**config.mk**
```make
export PLATFORM = sky130hd
export DESIGN_NAME = db_event_sched
export DESIGN_NICKNAME = d
export VERILOG_FILES = /design/src/rtl/db_event_sched.sv
export SDC_FILE = /design/constraint.sdc
export NUM_CORES = 1
export LEC_CHECK = 0
export ABC_CLOCK_PERIOD_IN_PS = 6100
export CORE_MARGIN = 2
export CORE_UTILIZATION = 52
export CTS_BUF_LIST = sky130_fd_sc_hd__clkbuf_8
export CTS_CLUSTER_DIAMETER = 60
export DETAILED_ROUTE_END_ITERATION = 6
export PLACE_DENSITY = 0.73
export SLEW_MARGIN = 20
export SYNTH_ARGS = -nofsm -noshare
export SYNTH_HDL_FRONTEND = slang
export SYNTH_SLANG_ARGS = --single-unit
```
**constraint.sdc**
```tcl
create_clock -name clk_i -period 6.1 [get_ports clk_i]
set_input_delay 0.915 -clock clk_i [delete_from_list [all_inputs] [get_ports clk_i]]
set_output_delay 0.915 -clock clk_i [all_outputs]
set_load 0.02 [all_outputs]
```
**src/rtl/db_event_sched.sv**
```systemverilog
// db_event_sched: multi-channel switch debounce with a round-robin event port.
// One shared prescaler produces a sample strobe every SAMPLE_DIV cycles. Each
// channel runs a four-state debounce FSM on that strobe. A debounced rising
// edge sets the channel's pending bit. A round-robin arbiter serialises the
// pending bits onto a single valid/ready event port.
// Optional feature: define DB_EVENT_SCHED_SYNC_EN to add a two-flop input
// synchronizer per channel. This adds 2 cycles to every debounce latency.
module db_event_sched #(
    parameter int NUM_CH     = 4,
    parameter int SAMPLE_DIV = 1000,
    parameter int DB_SAMPLES = 10
) (
    input  logic                      clk_i,
    input  logic                      rst_ni,
    input  logic [NUM_CH-1:0]         sw_i,
    output logic [NUM_CH-1:0]         db_level_o,
    output logic [NUM_CH-1:0]         db_tick_o,
    output logic                      evt_valid_o,
    input  logic                      evt_ready_i,
    output logic [$clog2(NUM_CH)-1:0] evt_id_o,
    output logic [NUM_CH-1:0]         evt_overrun_o
);

    localparam int IDW  = $clog2(NUM_CH);
    localparam int CNTW = $clog2(DB_SAMPLES + 1);
    localparam int PW   = $clog2(SAMPLE_DIV);

    typedef enum logic [1:0] {
        ST_ZERO  = 2'd0,
        ST_WAIT1 = 2'd1,
        ST_ONE   = 2'd2,
        ST_WAIT0 = 2'd3
    } state_e;

    logic [PW-1:0]     presc_r;
    logic              sample_stb_s;
    logic [NUM_CH-1:0] sw_s;
    state_e            state_r    [NUM_CH];
    state_e            state_nx_s [NUM_CH];
    logic [CNTW-1:0]   cnt_r      [NUM_CH];
    logic [CNTW-1:0]   cnt_nx_s   [NUM_CH];
    logic [NUM_CH-1:0] level_nx_s;
    logic [NUM_CH-1:0] tick_nx_s;
    logic [NUM_CH-1:0] pending_r;
    logic [NUM_CH-1:0] hs_mask_s;
    logic [NUM_CH-1:0] avail_s;
    logic              hs_s;
    logic              found_s;
    logic [IDW-1:0]    base_s;
    logic [IDW-1:0]    sel_s;
    logic [IDW-1:0]    idx_s;
    logic [IDW-1:0]    last_grant_r;

    assign sample_stb_s = (presc_r == PW'(SAMPLE_DIV - 1));
    assign hs_s         = evt_valid_o & evt_ready_i;

`ifdef DB_EVENT_SCHED_SYNC_EN
    logic [NUM_CH-1:0] sync1_r;
    logic [NUM_CH-1:0] sync2_r;

    // Two-flop synchronizer in front of the debounce FSMs.
    always_ff @(posedge clk_i or negedge rst_ni) begin
        if (!rst_ni) begin
            sync1_r <= '0;
            sync2_r <= '0;
        end else begin
            sync1_r <= sw_i;
            sync2_r <= sync1_r;
        end
    end

    assign sw_s = sync2_r;
`else
    assign sw_s = sw_i;
`endif

    // Shared prescaler: counts 0..SAMPLE_DIV-1 and wraps on the strobe.
    always_ff @(posedge clk_i or negedge rst_ni) begin
        if (!rst_ni) begin
            presc_r <= '0;
        end else if (sample_stb_s) begin
            presc_r <= '0;
        end else begin
            presc_r <= presc_r + PW'(1);
        end
    end

    // Per-channel debounce next state. The FSMs only move on the sample strobe.
    always_comb begin
        level_nx_s = db_level_o;
        tick_nx_s  = '0;
        for (int ch = 0; ch < NUM_CH; ch++) begin
            state_nx_s[ch] = state_r[ch];
            cnt_nx_s[ch]   = cnt_r[ch];
            if (sample_stb_s) begin
                case (state_r[ch])
                    ST_ZERO: begin
                        if (sw_s[ch]) begin
                            state_nx_s[ch] = ST_WAIT1;
                            cnt_nx_s[ch]   = CNTW'(1);
                        end else begin
                            state_nx_s[ch] = ST_ZERO;
                        end
                    end
                    ST_WAIT1: begin
                        if (!sw_s[ch]) begin
                            state_nx_s[ch] = ST_ZERO;
                        end else if (cnt_r[ch] == CNTW'(DB_SAMPLES - 1)) begin
                            state_nx_s[ch] = ST_ONE;
                            level_nx_s[ch] = 1'b1;
                            tick_nx_s[ch]  = 1'b1;
                        end else begin
                            cnt_nx_s[ch] = cnt_r[ch] + CNTW'(1);
                        end
                    end
                    ST_ONE: begin
                        if (!sw_s[ch]) begin
                            state_nx_s[ch] = ST_WAIT0;
                            cnt_nx_s[ch]   = CNTW'(1);
                        end else begin
                            state_nx_s[ch] = ST_ONE;
                        end
                    end
                    ST_WAIT0: begin
                        if (sw_s[ch]) begin
                            state_nx_s[ch] = ST_ONE;
                        end else if (cnt_r[ch] == CNTW'(DB_SAMPLES - 1)) begin
                            state_nx_s[ch] = ST_ZERO;
                            level_nx_s[ch] = 1'b0;
                        end else begin
                            cnt_nx_s[ch] = cnt_r[ch] + CNTW'(1);
                        end
                    end
                    default: begin
                        state_nx_s[ch] = ST_ZERO;
                        cnt_nx_s[ch]   = '0;
                        level_nx_s[ch] = 1'b0;
                    end
                endcase
            end else begin
                state_nx_s[ch] = state_r[ch];
            end
        end
    end

    // Debounce state, debounced level and the registered tick pulse.
    always_ff @(posedge clk_i or negedge rst_ni) begin
        if (!rst_ni) begin
            for (int ch = 0; ch < NUM_CH; ch++) begin
                state_r[ch] <= ST_ZERO;
                cnt_r[ch]   <= '0;
            end
            db_level_o <= '0;
            db_tick_o  <= '0;
        end else begin
            for (int ch = 0; ch < NUM_CH; ch++) begin
                state_r[ch] <= state_nx_s[ch];
                cnt_r[ch]   <= cnt_nx_s[ch];
            end
            db_level_o <= level_nx_s;
            db_tick_o  <= tick_nx_s;
        end
    end

    // Round-robin pick. The channel being accepted this cycle is excluded
    // because its pending bit clears on this same edge.
    always_comb begin
        hs_mask_s = '0;
        if (hs_s) begin
            hs_mask_s[evt_id_o] = 1'b1;
        end else begin
            hs_mask_s = '0;
        end
        avail_s = pending_r & ~hs_mask_s;
        base_s  = hs_s ? evt_id_o : last_grant_r;
        found_s = 1'b0;
        sel_s   = '0;
        idx_s   = '0;
        for (int i = 1; i <= NUM_CH; i++) begin
            idx_s = IDW'((int'(base_s) + i) % NUM_CH);
            if (!found_s && avail_s[idx_s]) begin
                found_s = 1'b1;
                sel_s   = idx_s;
            end else begin
                found_s = found_s;
                sel_s   = sel_s;
            end
        end
    end

    // Pending bits and sticky overrun flags. A tick landing on a handshake
    // of the same channel starts a fresh event rather than flagging overrun.
    always_ff @(posedge clk_i or negedge rst_ni) begin
        if (!rst_ni) begin
            pending_r     <= '0;
            evt_overrun_o <= '0;
        end else begin
            pending_r     <= tick_nx_s | (pending_r & ~hs_mask_s);
            evt_overrun_o <= evt_overrun_o | (tick_nx_s & pending_r & ~hs_mask_s);
        end
    end

    // Event port registers. The offer is held stable while the consumer stalls.
    always_ff @(posedge clk_i or negedge rst_ni) begin
        if (!rst_ni) begin
            evt_valid_o  <= 1'b0;
            evt_id_o     <= '0;
            last_grant_r <= IDW'(NUM_CH - 1);
        end else begin
            if (hs_s) begin
                last_grant_r <= evt_id_o;
            end else begin
                last_grant_r <= last_grant_r;
            end
            if (!evt_valid_o || hs_s) begin
                evt_valid_o <= found_s;
                if (found_s) begin
                    evt_id_o <= sel_s;
                end else begin
                    evt_id_o <= evt_id_o;
                end
            end else begin
                evt_valid_o <= evt_valid_o;
                evt_id_o    <= evt_id_o;
            end
        end
    end

endmodule
```
==> run summary, run 1 <==
The post-detailed-placement half-perimeter wirelength is 3350 um. The startpoint type of the worst setup path is a flop. The final cell utilization of the core came out at 0.607. The met2 wirelength from detailed routing is 2240 um. The worst vdd rail ir drop is roughly 120 uV. The net count of the mapped netlist came out at 279. Post-CTS repair changed the size of 0 cells. The share of synthesized area in the top cell type comes to 0.493. In the final design database the tool counted 304 nets. Of all cell types, the one taking the most synthesized area is dfrtp_1. The antenna diode count is 0.

The maximum fanout encountered on the critical timing path is 12. The total count of hold-check failures in the final report came out at 0. In this run the static leakage power is 1.37 nW. The total iterations of the first detailed-routing run came out at 4. Counting I/O delays and the setup requirement, the final critical path takes about 2.5 ns.

Summed over all failing endpoints, the final setup total negative slack is 0 ns. The routability congestion estimate from global placement is between 0.8 and 0.9. The clock sink total came out at 55. The total number of yosys warnings is 0. The count of different cell masters after synthesis is 49.

Once placement finished, the instance area stood at 0.00297 sq mm. The share of total power dissipated in combinational logic is 0.150. The per-cell via count in the routed design is 5.42.

The count of mapped cells out of synthesis is about 260. The power per cell area is 231 mW/mm^2. Setup repair after global routing left no endpoint under its margin.

Of the total power, the clock network draws 0.279. After synthesis the netlist holds a flip-flop and latch count of between 50 and 60. The data required time of the worst path came out at 6.30 ns. The number of port buffers came out at 21. Clock latency on the worst-skew pair, taken at its later pin, is 0.31 ns. The transition time of the tightest slew-check pin is between 0.6 and 0.7 ns. The area added between synthesis and finish is 13.8%. The H-tree level count is 2.

The final non-filler cell area came out at 0.00306 sq mm. The clock root buffer is clkbuf_8. The slowest stage of the critical path is the or3_1 cell. The share of total power dissipated in sequential elements is 0.571.

The area of the die came out at 0.00576 sq mm. Across the routed clock network, the largest skew measured is around 0.008 ns. In the final layout, the share of cells above drive strength 1 is 0.0830.

The core area came out at 0.00504 sq mm. The worst slack on hold paths is approximately 0.5 ns. The first global-routing pass estimated roughly 8000 um of wire.

The clock tree from TritonCTS is yes. After clock tree synthesis, the setup repair step added 0 buffers. In the finished design, the share of the clock period the worst path needs comes to 0.412. The number of violations reported at the end of detailed-routing iteration 0 is 98.

The sequential-to-total area share from yosys stat is 0.513. The fmax is 398 MHz. The area taken by flip-flops and latches is around 0.0014 sq mm. The total count of max-transition violations in the final report came out at 0.

The chip width came out at 75.9 um. The most frequent cell on the critical path is or3_1. The cell area that synthesis handed to floorplanning was approximately 0.0027 sq mm.

The routed design uses between 200 and 250 um of met3 wire. The initial antenna violation count is 0. Entering global routing, the biggest net connects 56 pins. After layout, the design draws a total of 707 uW. The final count of negative-setup-slack endpoints came out at 0.

For this design, the CTS-stage hold fixing added 0 buffers. The worst relative slew slack came out at 0.547. The net switching power is 198 uW. The data arrival time of the critical path is 2.71 ns. The top metal layer carrying routed signals is met4. The via count of the first global-routing pass is roughly 1800. Traced cell by cell, the critical path runs through ha_1 > nand4b_2 > or3_1 > or3_1 > mux2_4.

The final global-route overflow total came out at 0. For this run, design rule violations remaining after detail routing come to 0. No sink is reached through more buffers than the 2 on the longest clock path. Ranked by total cell area, the synthesized netlist is headed by dfrtp_1, nand2_1, ha_1.

The mean instance size in the synthesized netlist came out at 10.2 sq um. For this configuration, the core starts out at a cell density of 0.533. The switching part of the total is 0.280. The floorplan has 26 rows.

The total wire length after detailed routing came out at 4790 um. The met1 wire length came out at 2260 um. The die span in y is 75.9 um. The number of top-level pins is 22. The count of maximum capacitance violations came out at 0. The final antenna-violating net count came out at 0. The flow ran to the end, and the final reports show no timing, DRC or antenna violations.

The per-cell routed wire length is 13.3 um. The number of synthesized flops with an enable pin came out at 0. The worst setup path is captured at a flop. Fill cells in the final layout number about 440. The internal power came out at 510 uW. For this run, asynchronously set or reset flops after synthesis account for 1.00.

The multi-input combinational cells in the finished layout cover a total of 0.00124 sq mm. The tightest min-delay check is of the flop to flop type. The overall track demand over capacity in global routing came out at 0.184. The class of the most critical setup path is flop to flop. The predominant post-synthesis flop cell is dfrtp_1. The total vias in the final route is 1945. The TritonCTS buffer count came out at 5. The clock transition at the registers of the reported paths came out at ~0.10 ns. In this design, the stage delay of the slowest critical-path cell is 0.60 ns.
==> registers in the layout, summed over array words and instances (netlist names), named ones only <==
signal and count:
evt_overrun_o 4, presc_r 10, db_tick_o 4, last_grant_r 2
state_r 4, cnt_r 16, db_level_o 4, pending_r 4
evt_id_o 2, evt_valid_o 1
==> power by group through the flow <==
stage	clock, mW	sequential, mW	combinational, mW
after floorplan	0	0.411	0.0655
after global placement	0	0.410	0.106
after detailed placement	0	0.412	0.107
after CTS	0.203	0.405	0.107
after global routing	0.221	0.407	0.120
final	0.197	0.404	0.106
==> through the flow <==
step | instances | worst slack [ns]
2_1_floorplan | 263 | 4.04
3_5_place_dp | 351 | 3.34
3_3_place_gp | 351 | 3.41
5_1_grt | 359 | 3.45
6_report | 359 | 3.59
4_1_cts | 359 | 3.58
==> cell families (layout without fill, tap and decap cells) <==
| logic type | Yosys count | in the layout | synth area share |
|---|---|---|---|
| xor gates and xnor gates | 14 | 14 | 0.0456 |
| muxes | 10 | 10 | 0.0428 |
| buffers and inverters | 18 | 44 | 0.0261 |
| and+or+nand+nor | 106 | 106 | 0.204 |
| DFF | 55 | 55 | 0.513 |
| adders and majority gates | 9 | 9 | 0.0419 |
| AOI/OAI and AO/OA | 51 | 51 | 0.127 |
==> cell usage after synthesis, drive strengths merged (3+ instances only) <==
cell type	number
xor2	9
xnor2	5
nand4b	6
a31oi	4
nand2	38
inv	13
o21bai	4
o21ai	14
nand3	13
or2	3
mux2	9
nor4b	3
a22o	5
o31ai	6
nand2b	5
or3	3
dfrtp	53
ha	9
a21oi	5
clkbuf	3
and2	4
nor2	17
==> final cells by class <==
type | count | area share
well taps | 70 | 0.0286
clock inverters | 3 | 0.00532
multi-input cells | 190 | 0.405
clock buffers | 5 | 0.0225
inverters | 13 | 0.0160
flip-flops and latches | 55 | 0.451
repair buffers | 23 | 0.0720
==> final timing paths <==
kind,from,end,slack [ns],cells after the start
max,presc_r[0]$_DFF_PN0_,cnt_r[0]$_DFFE_PN0P_,3.59,5
max reg2reg,presc_r[0]$_DFF_PN0_,cnt_r[0]$_DFFE_PN0P_,3.59,5
max in group asynchronous,rst_ni,async pin,4.93,2
min in group asynchronous,rst_ni,cnt_r[11]$_DFFE_PN0P_,0.71,2
min reg2reg,evt_overrun_o[0]$_DFF_PN0_,evt_overrun_o[0]$_DFF_PN0_,0.49,1
min,evt_overrun_o[0]$_DFF_PN0_,evt_overrun_o[0]$_DFF_PN0_,0.49,1
==> layout by cell type, fill, tap and decap left out, types with 6 or more instances in the layout <==
cell,count
nand3_1,13
clkdlybuf4s50_1,20
o21ai_0,13
ha_1,9
inv_1,14
xor2_1,9
nand2_1,38
o31ai_1,6
nor2_1,17
dfrtp_1,53
mux2_2,8
==> layer usage <==
| layer | up-vias | global-route usage |
|---|---|---|
| met5 | - | 0 |
| met4 | 0 | 0.0741 |
| met3 | 8 | 0.0489 |
| met2 | 35 | 0.274 |
| met1 | 929 | 0.257 |
| li1 | 973 | - |
==> worst max-delay path, delay by kind of cell, from the launching register on <==
family                   cells  cell delay (ns)
AND/OR/NAND/NOR              3             1.40
multiplexers                 1             0.33
flip-flops                   1             0.40
adder cells (fa/ha/maj)      1             0.27
Power figures use the tool's default switching activity.
==> run 2: changes to the inputs <==
--- a/config.mk
+++ b/config.mk
@@ -5,7 +5,7 @@
 export SDC_FILE = /design/constraint.sdc
 export NUM_CORES = 1
 export LEC_CHECK = 0
-export ABC_CLOCK_PERIOD_IN_PS = 6100
+export ABC_CLOCK_PERIOD_IN_PS = 2350
 export CORE_MARGIN = 2
 export CORE_UTILIZATION = 52
 export CTS_BUF_LIST = sky130_fd_sc_hd__clkbuf_8
==> constraint.sdc (replaced) <==
create_clock -name clk_i -period 2.35 [get_ports clk_i]
set_input_delay 0.3525 -clock clk_i [delete_from_list [all_inputs] [get_ports clk_i]]
set_output_delay 0.3525 -clock clk_i [all_outputs]
set_load 0.02 [all_outputs]
==> run 2 against run 1 <==
Final cell count grew 2.2%. Largest power group unchanged. Non-clock buffer count grew 8. Worst setup slack lost 3.4 ns. Highest routed layer unchanged. Clock-buffer cell count is the same. Utilization grew 1.4 points. First-iteration DRC count shrank 34%. Clock power grew to 2.6 times the previous value. Critical path type unchanged. Hold slack lost 0.41 ns. Via count grew 2.2%. Register-to-register slack lost 3.4 ns.
==> run summary, run 2 (synthesized netlist as in run 1, its figures left out) <==
In this run the critical register-to-register path is captured at cnt_r[0]$_DFFE_PN0P_. The H-tree level count is 2 (unchanged). The number of buffers on the longest clock path is 2 (unchanged). The worst relative slew slack is 0.550 (+0.00321). The clock tree skew after final layout is 0.00249 ns (-0.00542 ns). The transition time of the tightest slew-check pin was 0.675 ns (-0.00482 ns). The number of violations reported at the end of detailed-routing iteration 0 came out at 65 (-34%).

The number of flip-flops in the largest register came out at 16 (unchanged). The slowest stage of the critical path belongs to the cell or3_1. In the final layout, the registers with the most flip-flops are cnt_r: 16 flops, presc_r: 10 flops.

The worst vdd rail ir drop is 305 uV (+150%). The via count of the first global-routing pass is 1841 (+2.6%). The delay of the slowest cell on the worst path was 0.52 ns (-0.08 ns). The maximum number of pins on one net before global-route repair is 33 (-41%). The startpoint type of the worst setup path is a flop. The class of the most critical setup path is flop to flop. The standard-cell row count came out at 26 (unchanged). The area of the die came to 0.00576 sq mm (unchanged). The final critical path time including I/O delays and setup came to 2.18 ns (-0.330 ns). The share of cells above drive strength 1 is 0.108 (+0.0247). The pre-CTS setup slack is 0.172 ns (-3.17 ns).

Setup repair after global routing left no endpoint under its margin. The worst reg-to-reg path cell count came out at 5 (unchanged). The signal on the critical path passes through ha_1 > nand4b_2 > or3_1 > or3_1 > mux2_4. TritonCTS built the clock tree. The post-detailed-placement half-perimeter wirelength is 3550 um (+5.8%). The worst slack on hold paths is 0.0710 ns (-0.415 ns).

The initial antenna violation count came out at 0 (unchanged). The data arrival time of the critical path was 2.38 ns (-0.33 ns). The total count of max-transition violations in the final report was 0 (unchanged). The met3 usage in global routing is 0.0437 (-0.00529). The TritonCTS buffer count is 5 (unchanged). The most frequent cell on the critical path is or3_1. The final antenna-violating net count is 0 (unchanged). The busiest layer in global routing is met2. The fmax is 458 MHz (+15%). The power per cell area was 586 mW/mm^2 (+150%).

The final count of negative-setup-slack endpoints came to 0 (unchanged). The per-cell via count in the routed design came out at 5.42 (about the same). The maximum fanout encountered on the critical timing path is 7 (-5). The flow ran to the end, and the final reports show no timing, DRC or antenna violations. The number of port buffers came out at 21 (unchanged). The path class of the lowest-slack min-delay path is input pin to async pin. STA classifies the critical path endpoint as a flop. The final-stage net count is 312 (+2.6%). The largest register by flop count is cnt_r. In the layout the commonest cells are dfrtp_1, nand2_1, clkdlybuf4s50_1. The hold buffer count at cts came to 0 (unchanged). The global-route track usage on met1 is 0.239 (-0.0181). Leaving out fill and tap cells, the most frequent cell in the layout is dfrtp_1.

The wire length of the first global-routing pass is 8130 um (+1.6%). The total vias in the final route is 1988 (+2.2%). The total count of hold-check failures in the final report came out at 0 (unchanged).

The clock latency reported for the late side of the worst-skew pair is 0.30 ns (about the same). The routability congestion estimate from global placement is 0.818 (+0.65%). The area added between synthesis and finish is 16.5%. The overall track demand over capacity in global routing came out at 0.186 (+0.00134). The core area came out at 0.00504 sq mm (unchanged).

The number of cells upsized or downsized after cts came out at 0 (unchanged). The final cell utilization of the core is 0.621 (+0.0144). The clock root buffer is clkbuf_8.

The total iterations of the first detailed-routing run is 4 (unchanged). The startpoint identified for the worst register-to-register timing path is presc_r[0]$_DFF_PN0_. The effective utilization at floorplan is 0.533 (unchanged). The final global-route overflow total is 0 (unchanged). The count of maximum capacitance violations is 0 (unchanged). The portion of the clock cycle consumed by the worst path in the final layout is 0.929 (+0.517). The reg-to-reg setup timing slack came out at 0.17 ns (-3.42 ns). The number of DRC violations after detailed routing came out at 0 (unchanged). The antenna diode count is 0 (unchanged).

The data required time of the worst path came out at 2.55 ns (-3.75 ns). The met2 routing resource usage after global routing was 0.313 (+0.0393). The leakage component of the power was 1.41 nW (+2.8%).

The die span in y was 75.9 um (unchanged). The clock sink total is 55 (unchanged). The post-CTS repair timing setup buffer count was 0 (unchanged).

The total wire length after detailed routing is 4810 um (+0.42%). The number of filler cells placed in the layout came out at 423 (-3.0%). The number of top-level pins is 22 (unchanged).

The post-layout worst setup margin is 0.168 ns (-3.42 ns). The chip width was 75.9 um (unchanged). The clock transition at the registers of the reported paths came out at 0.10 ns (about the same). The sum of negative setup slack is 0 ns (unchanged). The per-cell routed wire length came out at 13.1 um (-1.8%).
[run 2: critical path: cells and delay by family (launching register included)]
family	cells	cell delay [ns]
AND/OR/NAND/NOR	3	1.08
adder cells (fa/ha/maj)	1	0.26
multiplexers	1	0.33
flip-flops	1	0.40
[run 2: where the power goes]
group	total [mW]	internal, mW	switching, mW
Combinational	0.278	0.119	0.158
Sequential	1.05	1.00	0.0458
Clock	0.511	0.205	0.306
[run 2: metal layers]
metal,routed length (um),part of all wire
met5,0,0
met3,122,0.025
met4,58,0.012
met2,2270,0.47
met1,2360,0.49
[run 2: final cells by class]
type | instances | area (sq um) | area share
well taps | 70 | 87.6 | 0.0280
repair buffers | 31 | 293 | 0.0935
multi-input cells | 190 | 1240 | 0.396
clock buffers | 5 | 68.8 | 0.0220
inverters | 13 | 48.8 | 0.0156
clock inverters | 3 | 16.3 | 0.00519
flip-flops and latches | 55 | 1380 | 0.440
[run 2: per-stage QoR]
stage	area, sq um	power, mW	cells
6_report	3130	1.83	367
5_1_grt	3130	1.93	367
4_1_cts	3130	1.85	367
3_5_place_dp	3050	1.34	359
3_3_place_gp	3050	1.34	359
2_1_floorplan	2690	1.24	263
[run 2: worst max-delay path by stage]
| stage | endpoint | from | slack (ns) | depth (start not counted) |
|---|---|---|---|---|
| 2_1_floorplan | cnt_r[0]$_DFFE_PN0P_ | presc_r[0]$_DFF_PN0_ | 0.29 | 6 |
| 5_1_grt | cnt_r[4]$_DFFE_PN0P_ | presc_r[0]$_DFF_PN0_ | 0.05 | 6 |
| 4_1_cts | cnt_r[0]$_DFFE_PN0P_ | presc_r[0]$_DFF_PN0_ | 0.18 | 5 |
| 3_5_place_dp | cnt_r[4]$_DFFE_PN0P_ | sw_i[2] | 0.17 | 5 |
| 3_3_place_gp | cnt_r[0]$_DFFE_PN0P_ | presc_r[0]$_DFF_PN0_ | 0.26 | 5 |
| 6_report | cnt_r[0]$_DFFE_PN0P_ | presc_r[0]$_DFF_PN0_ | 0.17 | 5 |
